File: src/rtl/mem_arbiter.sv
// Two-port (instruction fetch / data) arbiter in front of one shared memory.
// One access per three cycles: IDLE grants, ACCESS drives memory, RESP acks.
module mem_arbiter #(
  parameter int NUM_OF_BYTES = 1024
) (
  input  logic        clk,
  input  logic        reset,
  input  logic        i_req,
  input  logic [31:0] i_addr,
  output logic        i_ack,
  output logic [31:0] i_rdata,
  output logic        i_fault,
  input  logic        d_req,
  input  logic        d_we,
  input  logic [31:0] d_addr,
  input  logic [31:0] d_wdata,
  output logic        d_ack,
  output logic [31:0] d_rdata,
  output logic        d_fault,
  output logic [31:0] mem_address,
  output logic        mem_write_en,
  output logic [31:0] mem_write_data,
  input  logic [31:0] mem_read_data,
  output logic        busy
);

  localparam logic [1:0]  S_IDLE   = 2'd0;
  localparam logic [1:0]  S_ACCESS = 2'd1;
  localparam logic [1:0]  S_RESP   = 2'd2;
  localparam logic        GRANT_I  = 1'b0;
  localparam logic        GRANT_D  = 1'b1;
  localparam logic [31:0] MAX_ADDR = 32'(NUM_OF_BYTES - 4);

  logic [1:0]  r_state;
  logic        r_last_grant;
  logic        r_sel;
  logic [31:0] r_addr;
  logic        r_we;
  logic [31:0] r_wdata;
  logic        r_fault;
  logic [31:0] r_i_rdata;
  logic        r_i_fault;
  logic [31:0] r_d_rdata;
  logic        r_d_fault;

  logic        w_grant_d;
  logic [31:0] w_sel_addr;
  logic        w_fault;
  logic [31:0] w_rdata;

  // D wins when alone, or on a tie when I was granted last.
  assign w_grant_d  = d_req & (~i_req | (r_last_grant == GRANT_I));
  assign w_sel_addr = w_grant_d ? d_addr : i_addr;
  assign w_fault    = (w_sel_addr[1:0] != 2'b00) | (w_sel_addr > MAX_ADDR);
  assign w_rdata    = (r_we | r_fault) ? 32'd0 : mem_read_data;

  // NOTE: all state below uses non-blocking assignments so every register
  // samples pre-edge values; blocking here would create ordering races.
  always_ff @(posedge clk or posedge reset) begin
    if (reset) begin
      r_state      <= S_IDLE;
      r_last_grant <= GRANT_D;
      r_sel        <= GRANT_I;
      r_addr       <= 32'd0;
      r_we         <= 1'b0;
      r_wdata      <= 32'd0;
      r_fault      <= 1'b0;
      r_i_rdata    <= 32'd0;
      r_i_fault    <= 1'b0;
      r_d_rdata    <= 32'd0;
      r_d_fault    <= 1'b0;
    end else begin
      case (r_state)
        S_IDLE: begin
          if (i_req | d_req) begin
            r_state      <= S_ACCESS;
            r_sel        <= w_grant_d;
            r_last_grant <= w_grant_d;
            r_addr       <= w_sel_addr;
            r_we         <= w_grant_d & d_we;
            r_wdata      <= w_grant_d ? d_wdata : 32'd0;
            r_fault      <= w_fault;
          end
        end
        S_ACCESS: begin
          r_state <= S_RESP;
          if (r_sel == GRANT_D) begin
            r_d_rdata <= w_rdata;
            r_d_fault <= r_fault;
          end else begin
            r_i_rdata <= w_rdata;
            r_i_fault <= r_fault;
          end
        end
        default: r_state <= S_IDLE;
      endcase
    end
  end

  // Memory strobes are decoded from state alone, so reset drops them at once.
  assign mem_address    = (r_state == S_ACCESS) ? r_addr : 32'd0;
  assign mem_write_en   = (r_state == S_ACCESS) & r_we & ~r_fault;
  assign mem_write_data = (r_state == S_ACCESS) ? r_wdata : 32'd0;

  assign i_ack   = (r_state == S_RESP) & (r_sel == GRANT_I);
  assign d_ack   = (r_state == S_RESP) & (r_sel == GRANT_D);
  assign i_rdata = r_i_rdata;
  assign i_fault = r_i_fault;
  assign d_rdata = r_d_rdata;
  assign d_fault = r_d_fault;
  assign busy    = (r_state != S_IDLE);

endmodule
File: config.mk
export PLATFORM = sky130hd
export DESIGN_NAME = mem_arbiter
export DESIGN_NICKNAME = d
export VERILOG_FILES = /design/src/rtl/mem_arbiter.sv
export SDC_FILE = /design/constraint.sdc
export NUM_CORES = 1
export LEC_CHECK = 0
export CORE_MARGIN = 3
export CORE_UTILIZATION = 42
export DETAILED_ROUTE_END_ITERATION = 8
export GPL_TIMING_DRIVEN = 0
export PLACE_DENSITY = 0.86
export SYNTH_ARGS = -nofsm -noshare
export SYNTH_HDL_FRONTEND = slang
export SYNTH_SLANG_ARGS = --single-unit
export TNS_END_PERCENT = 10
File: constraint.sdc
create_clock -name clk -period 5.8 [get_ports clk]
set_clock_uncertainty 0.1 [all_clocks]
set_input_delay 0.87 -clock clk [delete_from_list [all_inputs] [get_ports clk]]
set_output_delay 0.87 -clock clk [all_outputs]
set_load 0.1 [all_outputs]
Word-level counts from Yosys, hierarchy flattened
Cells that the tools add are included.
Operators by class
  $lt $le $gt $ge: 1
  reductions and logical operators: 6
  equality and inequality tests: 3
  bitwise operators: 14
  multiplexer cells: 7
Operators by type and width (count)
  32-bit two-way mux: 5
  32-bit by 10-bit greater-than comparator with 1-bit output, second input constant: 1
  1-bit AND: 6
  2-bit AND reduction: 3
  1-bit NOT: 4
  1-bit bitwise OR: 4
  2-bit case mux with 2 select lines: 1
  2-bit nonzero test: 2
  2-bit by 1-bit equality test with 1-bit output, second input constant: 1
  2-bit equality test, second input constant: 1
  2-bit zero test: 1
  2-bit two-way mux: 1
  2-bit inequality test, second input constant: 1
Word-level totals
  output and inout bits: 134
  bits in registers: 136
  word-level logic and storage cells: 42

Depth between registers and ports, before layout
Gate-level depths: netlist of the first run.
  depth in word-level cells: 6
  mapped depth: 8
  depth with buffers taken out: 5

Worst setup path after synthesis of the first run
No wires, ideal clock.
  path type: flip-flop to output port
  start: register r_sel
  end: output port i_ack
  path slack: 2.232 ns
  stages on the path, launching flop included: 2
  data arrival time: 2.598 ns
  buffers on the path: 0
  path through: dfrtp_1 > nor3b_1
On the way
  word-level cells in the longest chain between the ends: 2
RTL lines
  start: declaration: RTL line 36  | logic r_sel;
  start signal: assignment: RTL line 77  | r_sel <= w_grant_d;
  1-bit NOT (no line)
  1-bit AND: RTL line 105  | assign i_ack = (r_state == S_RESP) & (r_sel == GRANT_I);
  end: declaration: RTL line 10  | output logic i_ack,
No other way between the ends.

Worst setup path after layout of the first run
  start: register r_state[1]
  end: output port mem_address[23]
On the way
  word-level cells in the longest chain between the ends: 2
RTL lines
  start: declaration: RTL line 34  | logic [1:0] r_state;
  start signal: assignment: RTL line 61  | r_state <= S_IDLE;
  start signal: assignment: RTL line 76  | r_state <= S_ACCESS;
  start signal: assignment: RTL line 86  | r_state <= S_RESP;
  2-bit by 1-bit equality test with 1-bit output: RTL line 101  | assign mem_address = (r_state == S_ACCESS) ? r_addr : 32'd0;
  32-bit two-way mux: RTL line 101
  end: declaration: RTL line 20  | output logic [31:0] mem_address,
No other way between the ends.

==> impl_metrics.ini, run 1 <==
[status]
status = complete, no violations

[cts]
clock_sinks = 136
cts_setup_buffers = 0
ctsHoldBuffers = 0
numCtsBuffers = 17
path_clk_slew_ns = 0.05
insertion_delay_ns = 0.41
tritoncts = done
cts_resized = 0
htree_levels = 4
clockRootBuffer = clkbuf_16
clk_path_buf_depth = 2

[power]
ir_drop_mv = 0.2737
p_total_mw = 4.747
power_density_nw_per_um2 = 511.1
p_leak_nw = 3.948

[drt]
vias = 5343
postRouteAntennaNets = 0
wirelength_um = 18750
via_per_inst = 5.118
drt-initial-drc-count = 283
drc = 0
wire_per_inst_um = 17.96
drt_pass1_iterations = 5

[sta]
max_freq_mhz = 234.0
tightest_slew_ns = 1.046
rsz0062_at_grt = no
setup_ws_ns = 1.526
max_slew_margin_pct = 30.02
finalHoldViolations = 0
fin_crit_sh_pct = 73.69
finalMaxSlewViolations = 0
final.min_clock_period_ns = 4.274
setup_violations = 0

[die]
die_w_um = 124.0
dieArea_um2 = 15370
initial_utilization_pct = 43.46
core_um2 = 13450
io-pin-count = 267
rows = 42
die_h_um = 124.0

[critical_path]
slowest_delay_ns = 1.18
end_kind = output pin
path_common_cell = clkbuf_1
required_ns = 4.83
cp_cell_sequence = nor2b_1, clkbuf_1, clkbuf_1, and2_1, clkdlybuf4s50_1
arrival_ns = 3.30
cp_slowest_cell = clkdlybuf4s50_1
crit_type = flip-flop to output pin
crit_path_start_kind = flip-flop
cp_max_fo = 10

[synth]
ys_seq_area_share_pct = 58.23
synthCells = 572
synth_fp_nets = 705
yosysTopAreaCell = dfrtp_1
yosys-top-cells-area = dfrtp_1 (58%), o21ai_0 (8.3%), nand2_1 (8.3%), and2_1 (6.8%), mux2i_1 (5.6%)
syn_area_per_cell_um2 = 10.22
synth_area_um2 = 5847
ys_types = 27
synth_seq_cells = 136
yosysTopAreaCellShare_pct = 57.78
ys_warn_count = 0

[placement]
io_buffers = 266
placedInstanceArea_um2 = 8762
routabilityCongestion = 0.7975
pre_cts_slack_ns = 1.923
hpwl_um = 13980

[grt]
grt_pass1_wl_um = 28570
grt_use_met3_pct = 9.673
antenna_found_initial = 0
met1_usage_pct = 26.89
track_usage_pct = 24.69
grt_pass1_vias = 5503
met2_usage_pct = 42.89
grt_max_degree = 83
grt.busiest_layer = met2
grt_overflow = 0

[final_layout]
final_common_cell = clkdlybuf4s50_1
drive_above_1_share_pct = 5.300
num-nets-final = 991
stdcell_area_um2 = 9288
area_delta_synth_final_pct = 58.85
diodes = 0
mostFrequentLayoutCells = clkdlybuf4s50_1 (266), dfrtp_1 (135), nand2_1 (129), o21ai_0 (97), and2_1 (64)
utilization_pct = 69.04

[hold_path]
min_path_type = flip-flop to flip-flop

[job]
max_cap_viol_count = 0
[worst paths after layout]
path | from | end | slack [ns] | depth (start not counted)
setup / recovery | r_state[1]$_DFFE_PP0P_ | mem_address[23] | 1.53 | 5
hold / removal | r_addr[27]$_DFFE_PP0P_ | r_addr[27]$_DFFE_PP0P_ | 0.37 | 2
setup reg to reg | r_fault$_DFFE_PP0P_ | i_rdata[19]$_DFFE_PP0P_ | 3.83 | 4
hold reg to reg | r_addr[27]$_DFFE_PP0P_ | r_addr[27]$_DFFE_PP0P_ | 0.37 | 2
max in group asynchronous | reset | r_addr[30]$_DFFE_PP0P_ | 4.03 | 3
min in group asynchronous | reset | d_rdata[14]$_DFFE_PP0P_ | 0.79 | 2
[layout make-up]
type                            instances  area, um2
Inverter                                2      13.76
Clock buffer                           19      442.9
Timing Repair Buffer                  267       2690
Fill cell                            1037       4165
Tap cell                              176      220.2
Buffer                                 43      221.5
Clock inverter                         10      82.58
Multi-Input combinational cell        391       2212
Sequential cell                       136       3405
[registers in the layout, summed over array words and instances (netlist names), 2 cells and up]
| register | count |
|---|---|
| i_rdata | 32 |
| r_addr | 32 |
| d_rdata | 32 |
| r_wdata | 32 |
| r_state | 2 |
[power breakdown]
part | internal [mW] | switching, mW | total, mW | leakage (nW)
logic | 0.643 | 1.78 | 2.42 | 1.90
registers | 1.22 | 0.136 | 1.35 | 1.80
clock network | 0.587 | 0.386 | 0.973 | 0.256
[layer usage]
| metal | wire, um | part of all wire (%) |
|---|---|---|
| met1 | 6780 | 36 |
| met5 | 0 | 0 |
| met4 | 497 | 2.7 |
| met3 | 1923 | 10 |
| met2 | 9553 | 51 |
[per-stage QoR]
| stage | cells | hold slack (ns) | setup TNS [ns] |
|---|---|---|---|
| 2_1_floorplan | 572 | 0.3418 | 0 |
| 3_3_place_gp | 1014 | 0.3528 | -91.16 |
| 3_5_place_dp | 1015 | 0.3619 | 0 |
| 4_1_cts | 1044 | 0.3743 | 0 |
| 5_1_grt | 1044 | 0.3944 | 0 |
| 6_report | 1044 | 0.3692 | 0 |
[Yosys cell counts]
library cell  count
dfrtp_1         135
buf_6             1
clkinv_2          1
nand4_1           3
a22o_1           33
a21boi_0          1
nor2_1            7
nand2_1         129
and3b_1           2
and2_4            1
buf_2             6
buf_8             4
o21ai_0          97
a21o_1            2
mux2_2            2
and2_1           64
clkbuf_1         32
a31oi_1           1
mux2i_1          33
nor3b_1           1
nor4_1           10
nand3_1           1
nor2b_1           1
nand2b_1          1
dfstp_2           1
or2_1             2
inv_1             1
[worst max-delay path, delay by kind of cell (launching register included)]
kind | cells | cell delay, ns
flops | 1 | 0.39
simple gates | 2 | 0.50
buf+inv | 3 | 2.00
[logic make-up after synthesis]
| kind of cell | Yosys count | synth area share [%] |
|---|---|---|
| AOI/OAI and AO/OA | 134 | 13.74 |
| buffers and inverters | 45 | 3.937 |
| DFF | 136 | 58.23 |
| muxes | 35 | 6.035 |
| and+or+nand+nor | 222 | 18.06 |
Power figures use the tool's default switching activity.
==> run 2, diff against run 1 <==
clock period = 4.5 ns   (was 5.8 ns; I/O delays follow)
==> results of run 2 <==
The final DEF is identical to that of run 1. Status: complete, no violations.
Main changes from that run: setup slack after placement 1.923 ns -> 0.8176 ns; setup slack after layout 1.526 ns -> 0.4207 ns; register-to-register setup slack 3.83 ns -> 2.53 ns; total power 4.747 mW -> 6.118 mW; worst IR drop on VDD 0.2737 mV -> 0.3527 mV
==> run 3, diff against run 2 <==
CORE_UTILIZATION = 38   (was 42)
PLACE_DENSITY = 0.82   (was 0.86)
clock period = 3.7 ns   (was 4.5 ns; I/O delays follow)
==> run 3 against run 2 <==
  * Combinational power increased by 20%
  * Via count decreased by 2.7%
  * Worst hold slack improved by 0.0029 ns
  * First-iteration DRC count decreased by 36%
  * Largest cell class unchanged
  * Total power increased by 23%
  * Sequential power grew 21%
==> impl_metrics.ini, run 3 (synthesized netlist as in run 1, its figures left out) <==
[status]
status = complete, no violations

[hold_path]
min_path_type = flip-flop to flip-flop
hp-start = r_addr[17]$_DFFE_PP0P_

[drt]
wirelength_um = 18470
vias = 5200
drt-initial-drc-count = 181
drt_pass1_iterations = 4
wire_per_inst_um = 17.49
via_per_inst = 4.924
postRouteAntennaNets = 0
drc = 0

[die]
rows = 44
die_h_um = 130.0
dieArea_um2 = 16910
core_um2 = 14810
initial_utilization_pct = 39.48
io-pin-count = 267
die_w_um = 130.0

[final_layout]
area_delta_synth_final_pct = 61.05
mostFrequentLayoutCells = clkdlybuf4s50_1 (211), dfrtp_1 (135), nand2_1 (129), o21ai_0 (97), and2_1 (64)
drive_above_1_share_pct = 10.32
diodes = 0
final_common_cell = clkdlybuf4s50_1
num-nets-final = 993
instances_no_fill = 1056
utilization_pct = 63.59

[placement]
hpwl_um = 13990
dpl.cell_count = 1025
pre_cts_slack_ns = 0.06438
io_buffers = 266
routabilityCongestion = 0.8409

[cts]
htree_levels = 4
clockRootBuffer = clkbuf_16
numCtsBuffers = 17
path_clk_slew_ns = 0.06
tritoncts = done
clk_path_buf_depth = 2
cts_setup_buffers = 0
clock_sinks = 136
insertion_delay_ns = 0.41

[critical_path]
required_ns = 3.04
reg2reg_from = r_state[0]$_DFFE_PP0P_
end_kind = output pin
arrival_ns = 2.87
crit_type = flip-flop to output pin
cp_max_fo = 10
startpoint = r_state[1]$_DFFE_PP0P_
crit_path_start_kind = flip-flop

[sta]
setup_violations = 0
tightest_slew_ns = 1.034
finalHoldViolations = 0
setup_ws_ns = 0.1748
fin_crit_sh_pct = 95.28
hold_ws_ns = 0.3721
rsz0062_at_grt = no
finalMaxSlewViolations = 0
setup_tns_ns = 0
max_freq_mhz = 283.7
max_slew_margin_pct = 30.82
final.min_clock_period_ns = 3.525

[power]
power_density_nw_per_um2 = 801.8
p_leak_nw = 4.245
ir_drop_mv = 0.4849

[grt]
track_usage_pct = 22.28
antenna_found_initial = 0
grt_pass1_wl_um = 29100
grt_max_degree = 43
grt_pass1_vias = 5500
grt_overflow = 0

[job]
max_cap_viol_count = 0
## run 3: changes by cell type in the layout (fill, tap and decap cells not counted), moves of 2 or more
cell,previous run,this run
clkinv_2,7,3
clkbuf_2,0,9
dlymetal6s2s_1,0,13
clkdlybuf4s15_2,0,31
dlygate4sd2_1,0,2
clkdlybuf4s50_1,266,211
buf_12,0,3
clkbuf_8,1,3
## run 3: layer usage
metal / GRT usage (%) / share of wire [%] / vias to the layer above
li1: - / - / 2519
met1: 25.20 / 39 / 2451
met2: 38.56 / 50 / 210
met3: 9.046 / 9.2 / 20
met4: 6.907 / 1.4 / 0
met5: 0 / 0 / -
## run 3: final timing paths
check	end	slack (ns)	cells after the start
min reg2reg	r_addr[17]$_DFFE_PP0P_	0.37	2
min	r_addr[17]$_DFFE_PP0P_	0.37	2
max reg2reg	d_rdata[24]$_DFFE_PP0P_	1.79	6
min in group asynchronous	d_rdata[27]$_DFFE_PP0P_	0.46	2
max	mem_address[12]	0.17	4
max in group asynchronous	r_last_grant$_DFFE_PP1P_	2.14	4
## run 3: where the power goes
group / switching [mW] / internal (mW)
Sequential: 0.209 / 1.91
Clock: 0.643 / 1.05
Combinational: 2.79 / 0.956
Total: 3.64 / 3.91
## run 3: worst max-delay path, stage by stage, from the launching register on
cell             delay [ns]
dfrtp_1                0.40
nor2b_1                0.33
clkbuf_1               0.38
and2_1                 0.18
clkdlybuf4s50_1        1.17
## run 3: timing repair
action	in CTS	in global routing
endpoints found under the setup margin	42	22
hold buffers	0	0
gates resized for setup	112	23
## run 3: through the flow
step / instance area, um2 / power, mW
2_1_floorplan: 5851 / 4.887
3_3_place_gp: 8743 / 5.905
3_5_place_dp: 8803 / 5.955
4_1_cts: 9428 / 7.624
5_1_grt: 9417 / 7.911
6_report: 9417 / 7.550
## run 3: area by class of cell
class	count	area, um2
flip-flops and latches	136	3405
fillers	1224	5393
repair buffers	269	2746
plain buffers	43	221.5
inverters	2	12.51
multi-input cells	391	2212
clock inverters	10	118.9
clock buffers	21	470.5
well taps	184	230.2
